File: src/rtl/mult_accumulator.sv
`default_nettype none
// ============================================================================
// Module      : mult_accumulator
// Description : Multiply-accumulate back end for the carry-save array
//               multiplier. Accepts TERMS unsigned 2N-bit products over a
//               valid/ready handshake. Sums them into a saturating ACC_W-bit
//               accumulator with a sticky overflow flag. Presents the result
//               over a second valid/ready handshake.
// Ports       : clk        - rising-edge clock
//               rst_n      - synchronous active-low reset
//               start      - pulse, begins a new accumulation (IDLE / HOLD)
//               prod_valid - product on prod is valid
//               prod       - 2N-bit unsigned product
//               prod_ready - block accepts a product (ACCUM state)
//               acc_out    - accumulated (saturated) sum
//               acc_valid  - acc_out holds a completed result (HOLD state)
//               acc_ready  - downstream accepts the result
//               ovf        - sticky overflow flag of current accumulation
//               busy       - high in ACCUM or HOLD
//               term_cnt   - number of products accepted so far
// Revision    : 1.0 - initial release
// ============================================================================
module mult_accumulator #(
  parameter int N     = 4,
  parameter int ACC_W = 10,
  parameter int TERMS = 5
) (
  input  logic                           clk,
  input  logic                           rst_n,
  input  logic                           start,
  input  logic                           prod_valid,
  input  logic [2*N-1:0]                 prod,
  output logic                           prod_ready,
  output logic [ACC_W-1:0]               acc_out,
  output logic                           acc_valid,
  input  logic                           acc_ready,
  output logic                           ovf,
  output logic                           busy,
  output logic [$clog2(TERMS+1)-1:0]     term_cnt
);

  localparam int CNT_W = $clog2(TERMS + 1);
  // Zero padding that widens a product to the ACC_W+1 bit sum width.
  localparam int PAD_W = ACC_W + 1 - 2 * N;
  localparam logic [CNT_W-1:0] C_LAST_IDX = CNT_W'(TERMS - 1);

  typedef enum logic [1:0] {
    S_IDLE  = 2'd0,
    S_ACCUM = 2'd1,
    S_HOLD  = 2'd2
  } state_t;

  state_t                 state_q, state_d;
  logic [ACC_W-1:0]       acc_q,   acc_d;
  logic                   ovf_q,   ovf_d;
  logic [CNT_W-1:0]       cnt_q,   cnt_d;
  logic [ACC_W:0]         w_sum;

  // One extra bit catches the carry out of the accumulator.
  assign w_sum = {1'b0, acc_q} + {{PAD_W{1'b0}}, prod};

  always_ff @(posedge clk) begin
    if (!rst_n) begin
      state_q <= S_IDLE;
      acc_q   <= '0;
      ovf_q   <= 1'b0;
      cnt_q   <= '0;
    end else begin
      state_q <= state_d;
      acc_q   <= acc_d;
      ovf_q   <= ovf_d;
      cnt_q   <= cnt_d;
    end
  end

  always_comb begin
    state_d = state_q;
    acc_d   = acc_q;
    ovf_d   = ovf_q;
    cnt_d   = cnt_q;
    case (state_q)
      S_IDLE: begin
        if (start) begin
          state_d = S_ACCUM;
          acc_d   = '0;
          ovf_d   = 1'b0;
          cnt_d   = '0;
        end
      end
      S_ACCUM: begin
        // prod_ready is high throughout ACCUM, so prod_valid alone
        // qualifies a transfer.
        if (prod_valid) begin
          // Once overflowed, stay pinned at all ones for the rest of
          // the accumulation.
          if (w_sum[ACC_W] || ovf_q) begin
            acc_d = '1;
            ovf_d = 1'b1;
          end else begin
            acc_d = w_sum[ACC_W-1:0];
          end
          cnt_d = cnt_q + CNT_W'(1);
          if (cnt_q == C_LAST_IDX) begin
            state_d = S_HOLD;
          end
        end
      end
      S_HOLD: begin
        if (acc_ready) begin
          if (start) begin
            state_d = S_ACCUM;
            acc_d   = '0;
            ovf_d   = 1'b0;
            cnt_d   = '0;
          end else begin
            state_d = S_IDLE;
          end
        end
      end
      default: begin
        state_d = S_IDLE;
      end
    endcase
  end

  assign prod_ready = (state_q == S_ACCUM);
  assign acc_valid  = (state_q == S_HOLD);
  assign busy       = (state_q != S_IDLE);
  assign acc_out    = acc_q;
  assign ovf        = ovf_q;
  assign term_cnt   = cnt_q;

endmodule
`default_nettype wire

File: config.mk
export PLATFORM = sky130hd
export DESIGN_NAME = mult_accumulator
export DESIGN_NICKNAME = d
export VERILOG_FILES = /design/src/rtl/mult_accumulator.sv
export SDC_FILE = /design/constraint.sdc
export NUM_CORES = 1
export LEC_CHECK = 0
export BUFFER_PORTS_ARGS = -buffer_cell sky130_fd_sc_hd__buf_2
export CORE_MARGIN = 2
export CORE_UTILIZATION = 55
export CTS_CLUSTER_SIZE = 14
export DETAILED_ROUTE_END_ITERATION = 10
export PLACE_DENSITY = 0.8
export SKIP_CTS_REPAIR_TIMING = 1
export SLEW_MARGIN = 20
export SYNTH_ARGS = -nofsm -noshare
export SYNTH_HDL_FRONTEND = slang
export SYNTH_SLANG_ARGS = --single-unit
File: constraint.sdc
create_clock -name clk -period 6.5 [get_ports clk]
set_input_delay 0.325 -clock clk [delete_from_list [all_inputs] [get_ports clk]]
set_output_delay 0.325 -clock clk [all_outputs]
set_load 0.02 [all_outputs]
### Yosys cells after proc, flatten, opt, wreduce, memory -nomap -nowiden

Cells that the tools add are included.

* output and inout bits: 17
* register bits: 16
* logic and storage cells: 41
* input bits: 13

* add/subtract/negate cells: 2
* reductions and logical operators: 7
* muxes and demuxes: 20
* equal/unequal tests: 8

Operators by type and width (number)
* $mux W10: 4
* $pmux W10 S3: 1
* $add A10 B8 Y11: 1
* $mux W3: 3
* $pmux W3 S3: 1
* $mux W2: 4
* $reduce_and A4 Y1: 2
* $ne A2 B1 Y1 const B: 3
* $pmux W2 S3: 1
* $mux W1: 5
* $ne A2 B2 Y1 const B: 2
* $add A3 B1 Y3 const B: 1
* $eq A3 B3 Y1 const B: 1
* $pmux W1 S3: 1
* $reduce_and A3 Y1: 1
* $reduce_bool A3 Y1: 1
* $eq A2 B1 Y1 const B: 1
* $eq A2 B2 Y1 const B: 1
* $logic_not A2 Y1: 1
* $reduce_bool A2 Y1: 1
* $logic_or A1 B1 Y1: 1

### Depth between registers and ports, before layout

Gate-level depths: netlist (run 1).

* depth after elaboration: 5
* gate-level depth with buffers: 7
* gate-level depth less buffers: 7

### Worst setup path after synthesis (run 1)

No wires, ideal clock.

* path type: reg-to-reg
* from: register acc_q[0], in the netlist acc_out[0]
* to: register acc_q[9], in the netlist acc_out[9]
* data required time: 6366 ps
* setup time: 134 ps
* data arrival time: 2287 ps
* period minus slack after synthesis: 2421 ps
* setup slack: 4079 ps
* cell stages (with the launch flop): 8
* cell sequence: dfxtp_1 -> ha_1 -> fa_1 -> a21o_1 -> a221oi_1 -> nand2b_1 -> a211oi_2 -> or4_1

* cells in the longest elaborated chain, start to end: 5

Ends and longest elaborated chain
* start, declared: line 54 `logic [ACC_W-1:0] acc_q, acc_d;`
* start signal, assigned: line 65 `acc_q <= '0;`
* start signal, assigned: line 70 `acc_q <= acc_d;`
* $add A10 B8 Y11 (*): line 60 `assign w_sum = {1'b0, acc_q} + {{PAD_W{1'b0}}, prod};`
* $logic_or A1 B1 Y1: line 96 `if (w_sum[ACC_W] || ovf_q) begin`
* $mux W10 (*): line 96
* $mux W10 (*): line 93 `if (prod_valid) begin`
* $pmux W10 S3 (*): line 81 `case (state_q)`

Every way passes the cells marked *; elsewhere a longest branch is shown, timed or not. The select of a mux whose other input is x is not followed.
A chain may end at the register's enable or synchronous reset.

### Final worst setup path (run 1)

Ends and elaborated chain as after synthesis.

==> summary.md, run 1 <==
| Metric | Value |
|---|---|
| # setup viols final | 0 |
| Vias | 1,041 |
| FFs w/ async S/R, synth | 0% |
| WL/cell | 13.6 um |
| Layout area overhead | 17.8% |
| Yosys reg bits | 16 |
| Post-synthesis sequential area ratio | 29.0% |
| WS Path Type | register to register |
| Leading post-synthesis cells by cell area | dfxtp_1, ha_1, a221o_1 |
| Slew @ Worst Pin | 0.669 ns |
| Metal3 WL | 144 um |
| Most common cell in the netlist | dfxtp_1 |
| Total grt overflow | 0 |
| Final GP Congestion | 0.868 |
| Core ar. | 1920 um2 |
| Htree depth | 1 |
| Clk slew on worst S/H paths | 0.10 ns |
| Post-synth top area cell | dfxtp_1 |
| R2R Path Start | acc_out[0]$_SDFFE_PN0P_ |
| Largest net degree at the start of global routing | 11 |
| Hold depth | 2 |
| Die Width | 48.8 um |
| Worst R2R End | acc_out[9]$_SDFFE_PN0P_ |
| Chip height | 48.8 um |
| Element type at the critical path end | register |
| Switch share | 29.0% |
| Starting density of the core | 57.4% |
| Fillers | 173 |
| Nets | 176 |
| DRT Wirelength | 2420 um |
| Antenna cell count | 0 |
| Period minus WS final | 2.59 ns |
| Switch Pwr | 0.0000644 W |
| Clock power share | 30.3% |
| PortBufs | 29 |
| Post-synth net total | 145 |
| Total Routing Usage GR | 23.0% |
| Root Driver | clkbuf_4 |
| Hold Path Class | input pin to register |
| Clock sink total | 16 |
| Post-route ant nets | 0 |
| Row cnt | 16 |
| Met2 wire length | 1100 um |
| Vias per inst | 5.85 |
| Metal-1 WL | 1150 um |
| Cell variety after synth | 41 |
| Fin. max-slew vios | 0 |
| Initial antenna violation count | 0 |
| Crit path launch type | register |
| Placed cell count | 174 |
| Tcrit/Tclk final | 39.9% |
| CP startpoint | acc_out[0]$_SDFFE_PN0P_ |
| Vias in the first global route | 944 |
| Post-DP HPWL | 1850 um |
| Max Cap Violations | 0 |
| Post-route cell area | 1300 um2 |
| Finished Layout Cells | 178 |
| Pint | 0.000158 W |
| P_leak | 0.654 nW |
| Global-route wire length before repair | 4330 um |
| Hold WS | 0.347 ns |
| Mapped Cells | 121 |
| TNS Setup | 0 ns |
| Main synth FF type | dfxtp_1 |
| Comb pwr share | 22.8% |
| Synth warn | 0 |
| 1st-iter DRT viols | 35 |
| Share of cells above drive strength 1 | 26.5% |
| Worst Setup EP | acc_out[9]$_SDFFE_PN0P_ |
| P per Cell Area | 171 nW/um2 |
| Syn Std Cell Area | 1100 um2 |
| Crit-path max FO | 9 |
| RSZ-0062 raised after global routing | no |
| Residual DRC | 0 |
| CTS Buf Count | 3 |
| CTS tree | yes |
| Mean Syn Cell Area | 9.12 um2 |
| Die Footprint | 2380 um2 |
| Outcome | finished clean |
| Worst Path Required | 6.67 ns |
| DR pass1 iterations | 4 |
| Post-DP Area | 1260 um2 |
| Number of synthesized flops with an enable pin | 0 |
| Post-synth top cells | dfxtp_1, ha_1, o21ai_0, a21oi_1, a221o_1 |
| Worst EP arrival | 2.76 ns |
| Final hold vios | 0 |
| Max Clk Rate | 386 MHz |
| R2R setup slack | 3.91 ns |
| Worst skew pair latency | 0.29 ns |
| CTS Buffer Depth | 2 |
| Worst R2R Path Depth | 7 |
| Sequential power share | 46.9% |
| IR drop worst, VDD | 0.130 mV |
| Top cell type's share of synthesized area | 29.0% |
| Rel. slew slack | 55.3% |
| # IOs | 30 |
| Clock skew | 0.00196 ns |
| Max Used Layer | met4 |
==> flip-flops by register name, summed over array words and instances, names as in the netlist <==
register / count
acc_out: 10
ovf: 1
state_q: 2
term_cnt: 3
==> stage by stage <==
stage               total power [W]  setup slack (ns)  util, %
floorplan                  0.000143              4.08        -
global placement           0.000155              3.91     65.8
detailed placement         0.000157              3.82     65.8
CTS                        0.000223              3.93     67.6
global route               0.000234              3.76     67.6
finish                     0.000222              3.91     67.6
==> routing by layer <==
layer / global-route usage (%) / vias to the layer above
li1: - / 525
met1: 32.8 / 473
met2: 35.6 / 39
met3: 2.76 / 4
met4: 8.57 / 0
met5: 0 / -
==> power by group through the flow <==
stage / Clock, W / Combinational (W) / Sequential [W]
2_1_floorplan: 0 / 0.0000341 / 0.000109
3_3_place_gp: 0 / 0.0000488 / 0.000106
3_5_place_dp: 0 / 0.0000501 / 0.000106
4_1_cts: 0.0000680 / 0.0000504 / 0.000104
5_1_grt: 0.0000725 / 0.0000561 / 0.000105
6_report: 0.0000672 / 0.0000507 / 0.000104
==> worst min-delay path by stage <==
stage                       startpoint                       end  slack [ns]
6_report                         rst_n   acc_out[7]$_SDFFE_PN0P_        0.35
5_1_grt                          rst_n   acc_out[7]$_SDFFE_PN0P_        0.36
4_1_cts                          rst_n   acc_out[7]$_SDFFE_PN0P_        0.34
3_5_place_dp   acc_out[2]$_SDFFE_PN0P_   acc_out[2]$_SDFFE_PN0P_        0.50
3_3_place_gp   acc_out[4]$_SDFFE_PN0P_   acc_out[4]$_SDFFE_PN0P_        0.50
2_1_floorplan               prod_valid  term_cnt[1]$_SDFFE_PN0P_        0.52
==> layout make-up <==
class	count	area, um2	share of cell area, %
Sequential cell	16	320	24.6
Tap cell	27	33.8	2.60
Timing Repair Buffer	29	145	11.2
Inverter	6	22.5	1.73
Clock buffer	4	36.3	2.79
Multi-Input combinational cell	96	742	57.1
==> cells by family (layout without fill, tap and decap cells) <==
family	Yosys count	in the layout	share of synthesized area, %
adders and majority gates	11	11	13.2
AOI/OAI and AO/OA	43	43	29.8
DFF	16	16	29.0
xor gates and xnor gates	4	4	3.18
buffers and inverters	9	39	3.74
muxes	2	2	1.81
and+or+nand+nor	36	36	19.3
==> critical path: stages (launching register included) <==
cell	delay, ns
dfxtp_1	0.34
ha_1	0.22
fa_1	0.41
a21o_1	0.22
a221oi_1	0.38
nand2b_1	0.23
a211oi_2	0.18
or4_1	0.50
==> cells in the final DEF, fill, tap and decap left out, types with 2 or more instances in the layout <==
| cell type | instances |
|---|---|
| nand3_1 | 2 |
| xnor2_1 | 3 |
| mux2i_1 | 2 |
| nand2_1 | 5 |
| dfxtp_1 | 16 |
| nor2b_1 | 4 |
| nor2_1 | 4 |
| a21oi_1 | 7 |
| inv_1 | 6 |
| nand2b_1 | 3 |
| and3_1 | 2 |
| buf_2 | 29 |
| and2_1 | 3 |
| ha_1 | 10 |
| and2b_1 | 2 |
| o21ai_0 | 8 |
| a211oi_1 | 3 |
| o211a_1 | 2 |
| nor4b_1 | 2 |
| a221o_1 | 7 |
| or2_2 | 3 |
| or4_1 | 2 |
| a21o_1 | 5 |
| clkbuf_4 | 3 |
Power figures use the tool's default switching activity.
==> run 2, diff against run 1 <==
CORE_UTILIZATION = 46   (was 55)
PLACE_DENSITY = 0.71   (was 0.8)
clock period = 2.2 ns   (was 6.5 ns; I/O delays follow)
==> summary.md, run 2 (synthesis results as in run 1) <==
| Metric | Value |
|---|---|
| IR drop worst, VDD | 0.334 mV |
| Leading cell type in the layout, fill and taps excluded | buf_2 |
| P per Cell Area | 487 nW/um2 |
| Vias | 1,071 |
| WS Path Type | register to register |
| Placed cell count | 179 |
| Vias in the first global route | 966 |
| # IOs | 30 |
| Worst Path Required | 2.38 ns |
| Largest net degree at the start of global routing | 11 |
| Most frequent cells in the layout | buf_2, dfxtp_1, ha_1, o21ai_0 |
| CTS Buf Count | 3 |
| CTS Buffer Depth | 2 |
| CTS tree | yes |
| Nets | 182 |
| RSZ-0062 raised after global routing | yes |
| Outcome | finished clean |
| Post-DP HPWL | 1900 um |
| Finished Layout Cells | 185 |
| Worst skew pair latency | 0.30 ns |
| Root Driver | clkbuf_4 |
| Fin. max-slew vios | 0 |
| # setup viols final | 0 |
| Period minus WS final | 2.17 ns |
| Final hold vios | 0 |
| Clock skew | 0.00528 ns |
| Layout area overhead | 26.4% |
| Rel. slew slack | 69.8% |
| Core ar. | 2230 um2 |
| Max reg flops | 10 |
| Crit-path max FO | 3 |
| Post-route cell area | 1400 um2 |
| Global-route wire length before repair | 4100 um |
| DRT Wirelength | 2620 um |
| Reg area | 324 um2 |
| 1st-iter DRT viols | 38 |
| Total grt overflow | 0 |
| Final GP Congestion | 0.826 |
| Hold Path Class | input pin to register |
| Row cnt | 17 |
| Crit path launch type | register |
| DR pass1 iterations | 4 |
| PortBufs | 29 |
| Element type at the critical path end | register |
| Clk slew on worst S/H paths | 0.10 ns |
| Total Routing Usage GR | 20.0% |
| Initial antenna violation count | 0 |
| Post-DP Area | 1340 um2 |
| Vias per inst | 5.79 |
| Post-route ant nets | 0 |
| R2R Path Start | acc_out[0]$_SDFFE_PN0P_ |
| Die Width | 53.0 um |
| Die Footprint | 2810 um2 |
| Clock sink total | 16 |
| Min-delay src | rst_n |
| Max Cap Violations | 0 |
| Slew @ Worst Pin | 0.449 ns |
| Chip height | 53.0 um |
| CP startpoint | acc_out[0]$_SDFFE_PN0P_ |
| Tcrit/Tclk final | 98.5% |
| Fillers | 217 |
| Share of cells above drive strength 1 | 33.1% |
| Residual DRC | 0 |
| Starting density of the core | 49.4% |
| Worst R2R Path Depth | 7 |
| Antenna cell count | 0 |
| WL/cell | 14.2 um |
| Worst EP arrival | 2.35 ns |
| Htree depth | 1 |
| P_leak | 0.696 nW |
| Max Clk Rate | 461 MHz |
| Area of the multi-input gates | 783 um2 |
| Hold depth | 2 |
run 2: changes by cell type in the layout (fill, tap and decap cells not counted):
cell / before / now
buf_4: 0 / 5
a211oi_1: 3 / 2
a211oi_4: 0 / 1
a221oi_1: 1 / 0
a221oi_2: 0 / 1
buf_6: 0 / 1
dfxtp_1: 16 / 15
dfxtp_4: 0 / 1
fa_1: 1 / 0
fa_2: 0 / 1
ha_1: 10 / 9
ha_4: 0 / 1
nand2b_1: 3 / 2
nand2b_4: 0 / 1
run 2: metrics by stage:
stage / power [W] / setup TNS, ns / worst slack [ns] / util (%) / hold slack [ns]
2_1_floorplan: 0.000427 / 0 / 0.0193 / - / 0.305
3_3_place_gp: 0.000471 / 0 / 0.0712 / 59.8 / 0.433
3_5_place_dp: 0.000474 / 0 / 0.0457 / 59.8 / 0.444
4_1_cts: 0.000683 / 0 / 0.0175 / 61.4 / 0.117
5_1_grt: 0.000714 / -0.0534 / -0.0508 / 62.5 / 0.128
6_report: 0.000680 / 0 / 0.0321 / 62.5 / 0.116
run 2: critical path: stages (launching register included):
cell and delay (ns):
dfxtp_4 0.37, ha_4 0.17, fa_2 0.34, a21o_1 0.19, a221oi_2 0.26, nand2b_4 0.20, a211oi_4 0.06, or4_1 0.46
run 2: per-layer routing:
| layer | vias up | track usage (%) | share of wire, % |
|---|---|---|---|
| met2 | 25 | 32.7 | 46 |
| met5 | - | 0 | 0 |
| met4 | 0 | 8.97 | 1.6 |
| met1 | 509 | 26.0 | 48 |
| li1 | 532 | - | - |
| met3 | 5 | 2.54 | 4.2 |
run 2: layout make-up:
cell class	instances	share of cell area, %
multi-input cells	96	56.1
inverters	6	1.61
repair buffers	35	13.9
flip-flops and latches	16	23.2
clock buffers	4	2.60
well taps	28	2.51
run 2: worst paths after layout:
path	slack, ns	endpoint
max	0.03	acc_out[9]$_SDFFE_PN0P_
min	0.12	acc_out[7]$_SDFFE_PN0P_
max reg2reg	0.03	acc_out[9]$_SDFFE_PN0P_
min reg2reg	0.53	acc_out[3]$_SDFFE_PN0P_
run 2: report_power, final:
| part | leakage, nW | total [W] | switching [W] | internal, W |
|---|---|---|---|---|
| Combinational | 0.544 | 0.000165 | 0.0000895 | 0.0000758 |
| Sequential | 0.131 | 0.000307 | 0.00000946 | 0.000298 |
| Clock | 0.0210 | 0.000207 | 0.000106 | 0.000101 |
| Total | 0.696 | 0.000680 | 0.000205 | 0.000475 |
